==> src/rtl/DataType.sv <==
// rtl/DataType.sv - shared SRAM request/result types and the VGA fetcher state enum
package DataType;
    localparam int SRAM_ADDRESS_WIDTH = 18;
    localparam int SRAM_DATA_WIDTH    = 16;

    typedef struct packed {
        logic [SRAM_ADDRESS_WIDTH-1:0] address;
        logic [SRAM_DATA_WIDTH-1:0]    dout;
        logic                          oe_n;
        logic                          we_n;
        logic                          den;
    } SramRequest_t;

    typedef struct packed {
        logic [SRAM_DATA_WIDTH-1:0] din;
        logic                       done;
    } SramResult_t;

    typedef enum logic [1:0] {
        IDLE,
        FETCH,
        FRAME_DONE
    } VgaFetchState_t;
endpackage

==> src/rtl/sync_fifo.sv <==
// rtl/sync_fifo.sv - power-of-two synchronous FIFO with flush, no push-to-pop bypass
module sync_fifo #(
    parameter int WIDTH = 16,
    parameter int DEPTH = 8
) (
    input  logic                     clk,
    input  logic                     rst,
    input  logic                     i_flush,
    input  logic                     i_push,
    input  logic [WIDTH-1:0]         i_push_data,
    input  logic                     i_pop,
    output logic [WIDTH-1:0]         o_head,
    output logic [$clog2(DEPTH):0]   o_count
);
    localparam int PW = $clog2(DEPTH);
    localparam logic [PW:0] FULL_COUNT = DEPTH[PW:0];

    logic [WIDTH-1:0] r_mem [DEPTH];
    logic [PW-1:0]    r_wr_ptr;
    logic [PW-1:0]    r_rd_ptr;
    logic [PW:0]      r_count;
    logic             w_do_push;
    logic             w_do_pop;

    assign w_do_push = i_push && (r_count != FULL_COUNT);
    assign w_do_pop  = i_pop && (r_count != '0);
    assign o_head    = r_mem[r_rd_ptr];
    assign o_count   = r_count;

    always_ff @(posedge clk) begin
        if (w_do_push && !i_flush) begin
            r_mem[r_wr_ptr] <= i_push_data;
        end
    end

    always_ff @(posedge clk) begin
        if (rst || i_flush) begin
            r_wr_ptr <= '0;
            r_rd_ptr <= '0;
            r_count  <= '0;
        end else begin
            if (w_do_push) begin
                r_wr_ptr <= r_wr_ptr + 1'b1;
            end
            if (w_do_pop) begin
                r_rd_ptr <= r_rd_ptr + 1'b1;
            end
            case ({w_do_push, w_do_pop})
                2'b10:   r_count <= r_count + 1'b1;
                2'b01:   r_count <= r_count - 1'b1;
                default: r_count <= r_count;
            endcase
        end
    end
endmodule

==> src/rtl/vga_scan_fetcher.sv <==
// rtl/vga_scan_fetcher.sv - sequential framebuffer reader feeding a prefetch FIFO for the VGA pipeline
// Optional underflow counter port enabled by VGA_FETCH_STATS_EN.
module vga_scan_fetcher
    import DataType::*;
#(
    parameter logic [SRAM_ADDRESS_WIDTH-1:0] BASE_ADDR   = '0,
    parameter int                            FRAME_WORDS = 153600,
    parameter int                            FIFO_DEPTH  = 8
) (
    input  logic                       clk,
    input  logic                       rst,
    input  logic                       frameStart,
    output SramRequest_t               vgaRequest,
    input  SramResult_t                vgaResult,
    input  logic                       pixelReq,
    output logic [SRAM_DATA_WIDTH-1:0] pixelData,
    output logic                       pixelValid,
    output logic                       underflow
`ifdef VGA_FETCH_STATS_EN
    ,
    output logic [15:0]                underflowCount
`endif
);
    localparam int RW = SRAM_ADDRESS_WIDTH + 1;
    localparam int CW = $clog2(FIFO_DEPTH) + 1;
    localparam logic [RW-1:0] FRAME_WORDS_L = RW'(FRAME_WORDS);
    localparam logic [CW-1:0] FULL_COUNT    = CW'(FIFO_DEPTH);

    VgaFetchState_t                r_state;
    VgaFetchState_t                w_state_next;
    logic [SRAM_ADDRESS_WIDTH-1:0] r_addr;
    logic [RW-1:0]                 r_remaining;
    logic [SRAM_DATA_WIDTH-1:0]    r_pixel_data;
    logic                          r_pixel_valid;
    logic                          r_underflow;
    logic [CW-1:0]                 w_count;
    logic [SRAM_DATA_WIDTH-1:0]    w_head;
    logic                          w_read;
    logic                          w_push;
    logic                          w_empty;

    assign w_read  = (r_state == FETCH) && (w_count < FULL_COUNT);
    assign w_push  = w_read && vgaResult.done && !frameStart;
    assign w_empty = (w_count == '0);

    sync_fifo #(
        .WIDTH (SRAM_DATA_WIDTH),
        .DEPTH (FIFO_DEPTH)
    ) u_fifo (
        .clk         (clk),
        .rst         (rst),
        .i_flush     (frameStart),
        .i_push      (w_push),
        .i_push_data (vgaResult.din),
        .i_pop       (pixelReq),
        .o_head      (w_head),
        .o_count     (w_count)
    );

    always_comb begin
        w_state_next       = r_state;
        vgaRequest         = '0;
        vgaRequest.address = r_addr;
        vgaRequest.oe_n    = !w_read;
        vgaRequest.we_n    = 1'b1;
        if (frameStart) begin
            w_state_next = FETCH;
        end else if (w_push && (r_remaining == RW'(1))) begin
            w_state_next = FRAME_DONE;
        end
    end

    always_ff @(posedge clk) begin
        if (rst) begin
            r_state       <= IDLE;
            r_addr        <= BASE_ADDR;
            r_remaining   <= FRAME_WORDS_L;
            r_pixel_data  <= '0;
            r_pixel_valid <= 1'b0;
            r_underflow   <= 1'b0;
        end else begin
            r_state <= w_state_next;
            if (frameStart) begin
                r_addr      <= BASE_ADDR;
                r_remaining <= FRAME_WORDS_L;
            end else if (w_push) begin
                r_addr      <= r_addr + 1'b1;
                r_remaining <= r_remaining - 1'b1;
            end
            // The pop reads the pre-flush FIFO, so frameStart does not gate it.
            r_pixel_valid <= pixelReq;
            if (pixelReq) begin
                r_pixel_data <= w_empty ? '0 : w_head;
            end
            if (frameStart) begin
                r_underflow <= 1'b0;
            end else if (pixelReq && w_empty) begin
                r_underflow <= 1'b1;
            end
        end
    end

    assign pixelData  = r_pixel_data;
    assign pixelValid = r_pixel_valid;
    assign underflow  = r_underflow;

`ifdef VGA_FETCH_STATS_EN
    logic [15:0] r_underflow_count;

    always_ff @(posedge clk) begin
        if (rst) begin
            r_underflow_count <= '0;
        end else if (pixelReq && w_empty && (r_underflow_count != 16'hFFFF)) begin
            r_underflow_count <= r_underflow_count + 1'b1;
        end
    end

    assign underflowCount = r_underflow_count;
`endif
endmodule

==> config.mk <==
export PLATFORM = sky130hd
export DESIGN_NAME = vga_scan_fetcher
export DESIGN_NICKNAME = d
export VERILOG_FILES = /design/src/rtl/DataType.sv /design/src/rtl/sync_fifo.sv /design/src/rtl/vga_scan_fetcher.sv
export SDC_FILE = /design/constraint.sdc
export NUM_CORES = 1
export LEC_CHECK = 0
export ABC_AREA = 0
export CELL_PAD_IN_SITES_DETAIL_PLACEMENT = 1
export CELL_PAD_IN_SITES_GLOBAL_PLACEMENT = 1
export CORE_MARGIN = 3
export CORE_UTILIZATION = 50
export DETAILED_ROUTE_END_ITERATION = 10
export GPL_ROUTABILITY_DRIVEN = 0
export PLACE_DENSITY = 0.93
export SLEW_MARGIN = 20
export SYNTH_ARGS = -nofsm -noshare
export SYNTH_HDL_FRONTEND = slang
export SYNTH_SLANG_ARGS = --single-unit
==> constraint.sdc <==
create_clock -name clk -period 6.4 [get_ports clk]
set_clock_uncertainty 0.15 [all_clocks]
set_input_delay 0.64 -clock clk [delete_from_list [all_inputs] [get_ports clk]]
set_output_delay 0.64 -clock clk [all_outputs]
set_load 0.01 [all_outputs]
==> results.tsv <==
stage	metric	value	unit
worst_setup_path	crit path capture type	flip-flop	
clocking	Worst-path clk slew	0.07	ns
timing	Setup Viol. Count Final	0	
grt	largest net degree at the start of global routing	78	
logic_synthesis	area fraction of the dominant cell type after synthesis	48.3	%
power_and_ir_drop	internal power	1970	µW
clocking	CTS tree	yes	
power_and_ir_drop	Final Power	2470	µW
clocking	Post-CTS Setup Bufs	0	
logic_synthesis	register area share after synthesis	65.9	%
clocking	clk_lat worst skew	0.44	ns
floorplan	total core area	15400	µm²
worst_setup_path	startpoint types	input port	
timing	final worst-path cycle share	55.7	%
finish	area growth from synthesis to layout	16.5	%
worst_setup_path	max incr delay on CP	0.50	ns
finish	diode count	0	
finish	layout cells sized above 1	7.45	%
logic_synthesis	Post-synth top flop	edfxtp_1	
power_and_ir_drop	leakage power	0.00287	µW
logic_synthesis	Async S/R FF share, synth	0	%
placed_design	Inst Count DP	849	
timing	Max-slew headroom	33.9	%
timing	max frequency	281	MHz
power_and_ir_drop	Clk network pwr share	41.6	%
floorplan	num rows	45	
job	Max Cap Viol	0	
power_and_ir_drop	NetSw	507	µW
grt	initial antenna violation count	1	
detailed_routing	final WL	19800	µm
finish	Nets	688	
floorplan	die area	17500	µm²
logic_synthesis	Yosys reg bits	198	
power_and_ir_drop	power per cell area	267	nW/µm²
detailed_routing	DR WL/cell	22.5	µm
finish	post-route insts no fill	882	
placed_design	Worst Setup Slack post-DPL	2.44	ns
logic_synthesis	Post-synth EDFFs	128	
grt	overall routing resource usage	22.9	%
logic_synthesis	ranking of synthesized cells by area	edfxtp_1 48%, dfxtp_1 18%, mux2i_1 5.8%	
worst_setup_path	CP required	6.59	ns
timing	Final min period	3.56	ns
run_status	status	complete, no violations	
timing	Final Hold Viols	0	
worst_setup_path	most frequent CP cell	ha_1	
timing	setup TNS	0	ns
detailed_routing	post-route ant nets	0	
detailed_routing	DR pass1 iterations	4	
clocking	Clock Path Buffers	2	
logic_synthesis	cell taking the most area after synthesis	edfxtp_1	
timing	measured slew at the worst slew-check pin	0.991	ns
timing	unrepaired setup endpoints after global routing	false	
worst_setup_path	crit path max fanout	10	
power_and_ir_drop	Seq pwr share	55.3	%
placed_design	IO Port Bufs	57	
floorplan	Starting Density	51.8	%
clocking	CTS Sinks	198	
floorplan	overall die height	132	µm
floorplan	I/O pin count	76	
power_and_ir_drop	switching share of power	20.5	%
power_and_ir_drop	Max VDD drop	188	µV
logic_synthesis	Mean Syn Cell Area	13.2	µm²
logic_synthesis	Post-Synthesis Cells	605	
logic_synthesis	post-synth cell types	46	
grt	first-pass GRT wire length	31100	µm
logic_synthesis	Synth top cells by count	128 x edfxtp_1, 70 x dfxtp_1, 46 x mux2i_1	
timing	Worst Setup Slack, final	2.84	ns
worst_setup_path	CP Data Arrival Time	3.75	ns
worst_setup_path	crit-path cells	clkdlybuf4s50_1 -> nor2b_1 -> and2_1 -> clkinv_1 -> ha_1 -> ha_1 -> a21oi_1 -> a211oi_1 -> o21ai_0 -> o31ai_1	
clocking	# resized after CTS	0	
clocking	H-tree depth	4	
clocking	cts bufs inserted	17	
detailed_routing	Via Count	5170	
power_and_ir_drop	Comb pwr share	3.1	%
detailed_routing	DR DRC count	0	
hold_path	Min-Delay Path Class	flip-flop to flip-flop	
worst_setup_path	WP buf/inv	2	
grt	grt total ovfl	0	
worst_setup_path	CP max stage cell	clkdlybuf4s50_1	
floorplan	die span in x	132	µm
timing	fin. max-slew vios	0	
detailed_routing	vias per cell	5.86	
worst_setup_path	cell family with most CP delay	buffers and inverters	
worst_setup_path	Crit Path Class	input port to flip-flop	
clocking	Hold Buf Count CTS	0	
logic_synthesis	Netlist Area Pre-Place	7960	µm²
detailed_routing	First DRT Iteration DRCs	410	
placed_design	dpl hpwl	12100	µm
logic_synthesis	top-count cell post-synth	edfxtp_1	
grt	vias in the first global route	5688	
clocking	Root Buffer	clkbuf_16	
logic_synthesis	Ys Warns	0	
path summary, 6_finish.rpt:
path / startpoint / endpoint / slack (ns) / depth (start not counted)
worst max-delay path: frameStart / u_fifo.o_count[3] / 2.84 / 10
worst min-delay path: pixelData[9] / pixelData[9] / 0.32 / 1
worst max register to register: u_fifo.o_count[3] / u_fifo.o_count[3] / 3.14 / 9
worst min register to register: pixelData[9] / pixelData[9] / 0.32 / 1
power groups by stage:
stage	clock, µW	sequential (µW)	combinational, µW
after floorplan	0	1400	46.2
after global placement	0	1400	68.9
after detailed placement	0	1400	74.7
after CTS	1050	1370	75.3
after global routing	1100	1370	84.1
final	1030	1370	76.5
area by class of cell:
type | instances | area, µm²
fillers | 1519 | 6090
flip-flops and latches | 198 | 5250
multi-input cells | 363 | 2510
repair buffers | 68 | 666
clock buffers | 24 | 452
well taps | 211 | 264
clock inverters | 8 | 103
inverters | 10 | 37.5
per-layer routing:
metal  track usage (%)  routed length [µm]  up-vias
li1                  -                   -     2369
met1              27.3                7890     2635
met2              41.2               10800      136
met3              5.04                 838       28
met4              7.39                 286        2
met5                 0                   8        -
kinds of logic (layout without fill, tap and decap cells):
family / after synthesis / count (layout) / synth area share, %
other cells: 2 / 18 / 0.0943
mux: 49 / 49 / 6.49
simple gates: 157 / 157 / 10.8
buf+inv: 60 / 110 / 3.77
flops: 198 / 198 / 65.9
xor+xnor: 19 / 19 / 2.09
compound gates: 111 / 111 / 9.40
fa+ha+maj: 9 / 9 / 1.51
cell usage in the layout (no fill, tap or decap), drive strengths merged, types with 11 or more instances in the layout:
cell type and n:
a211oi 17, a21oi 37, a22oi 15, a32o 15, buf 11, clkbuf 24, clkdlybuf4s50 57, conb 18
dfxtp 70, edfxtp 128, mux2i 46, nand2 19, nand3 14, nor2 38, nor2b 19, o21ai 12
or3 11, or4 14, xnor2 12
registers in the layout (all words and copies together), names as in the netlist, 2 cells and up, named ones only:
name	cells
r_state	2
u_fifo.r_rd_ptr	3
r_remaining	19
pixelData	16
u_fifo.r_mem	128
r_addr	18
u_fifo.o_count	4
u_fifo.r_wr_ptr	3
metrics by stage:
| stage | area (µm²) | utilization, % | hold slack (ns) |
|---|---|---|---|
| after detailed placement | 8700 | 56.6 | 0.309 |
| after floorplan | 8020 | - | 0.294 |
| after global placement | 8700 | 56.6 | 0.301 |
| after global routing | 9280 | 60.4 | 0.361 |
| after CTS | 9260 | 60.2 | 0.325 |
| final | 9280 | 60.4 | 0.320 |
Power figures use the tool's default switching activity.
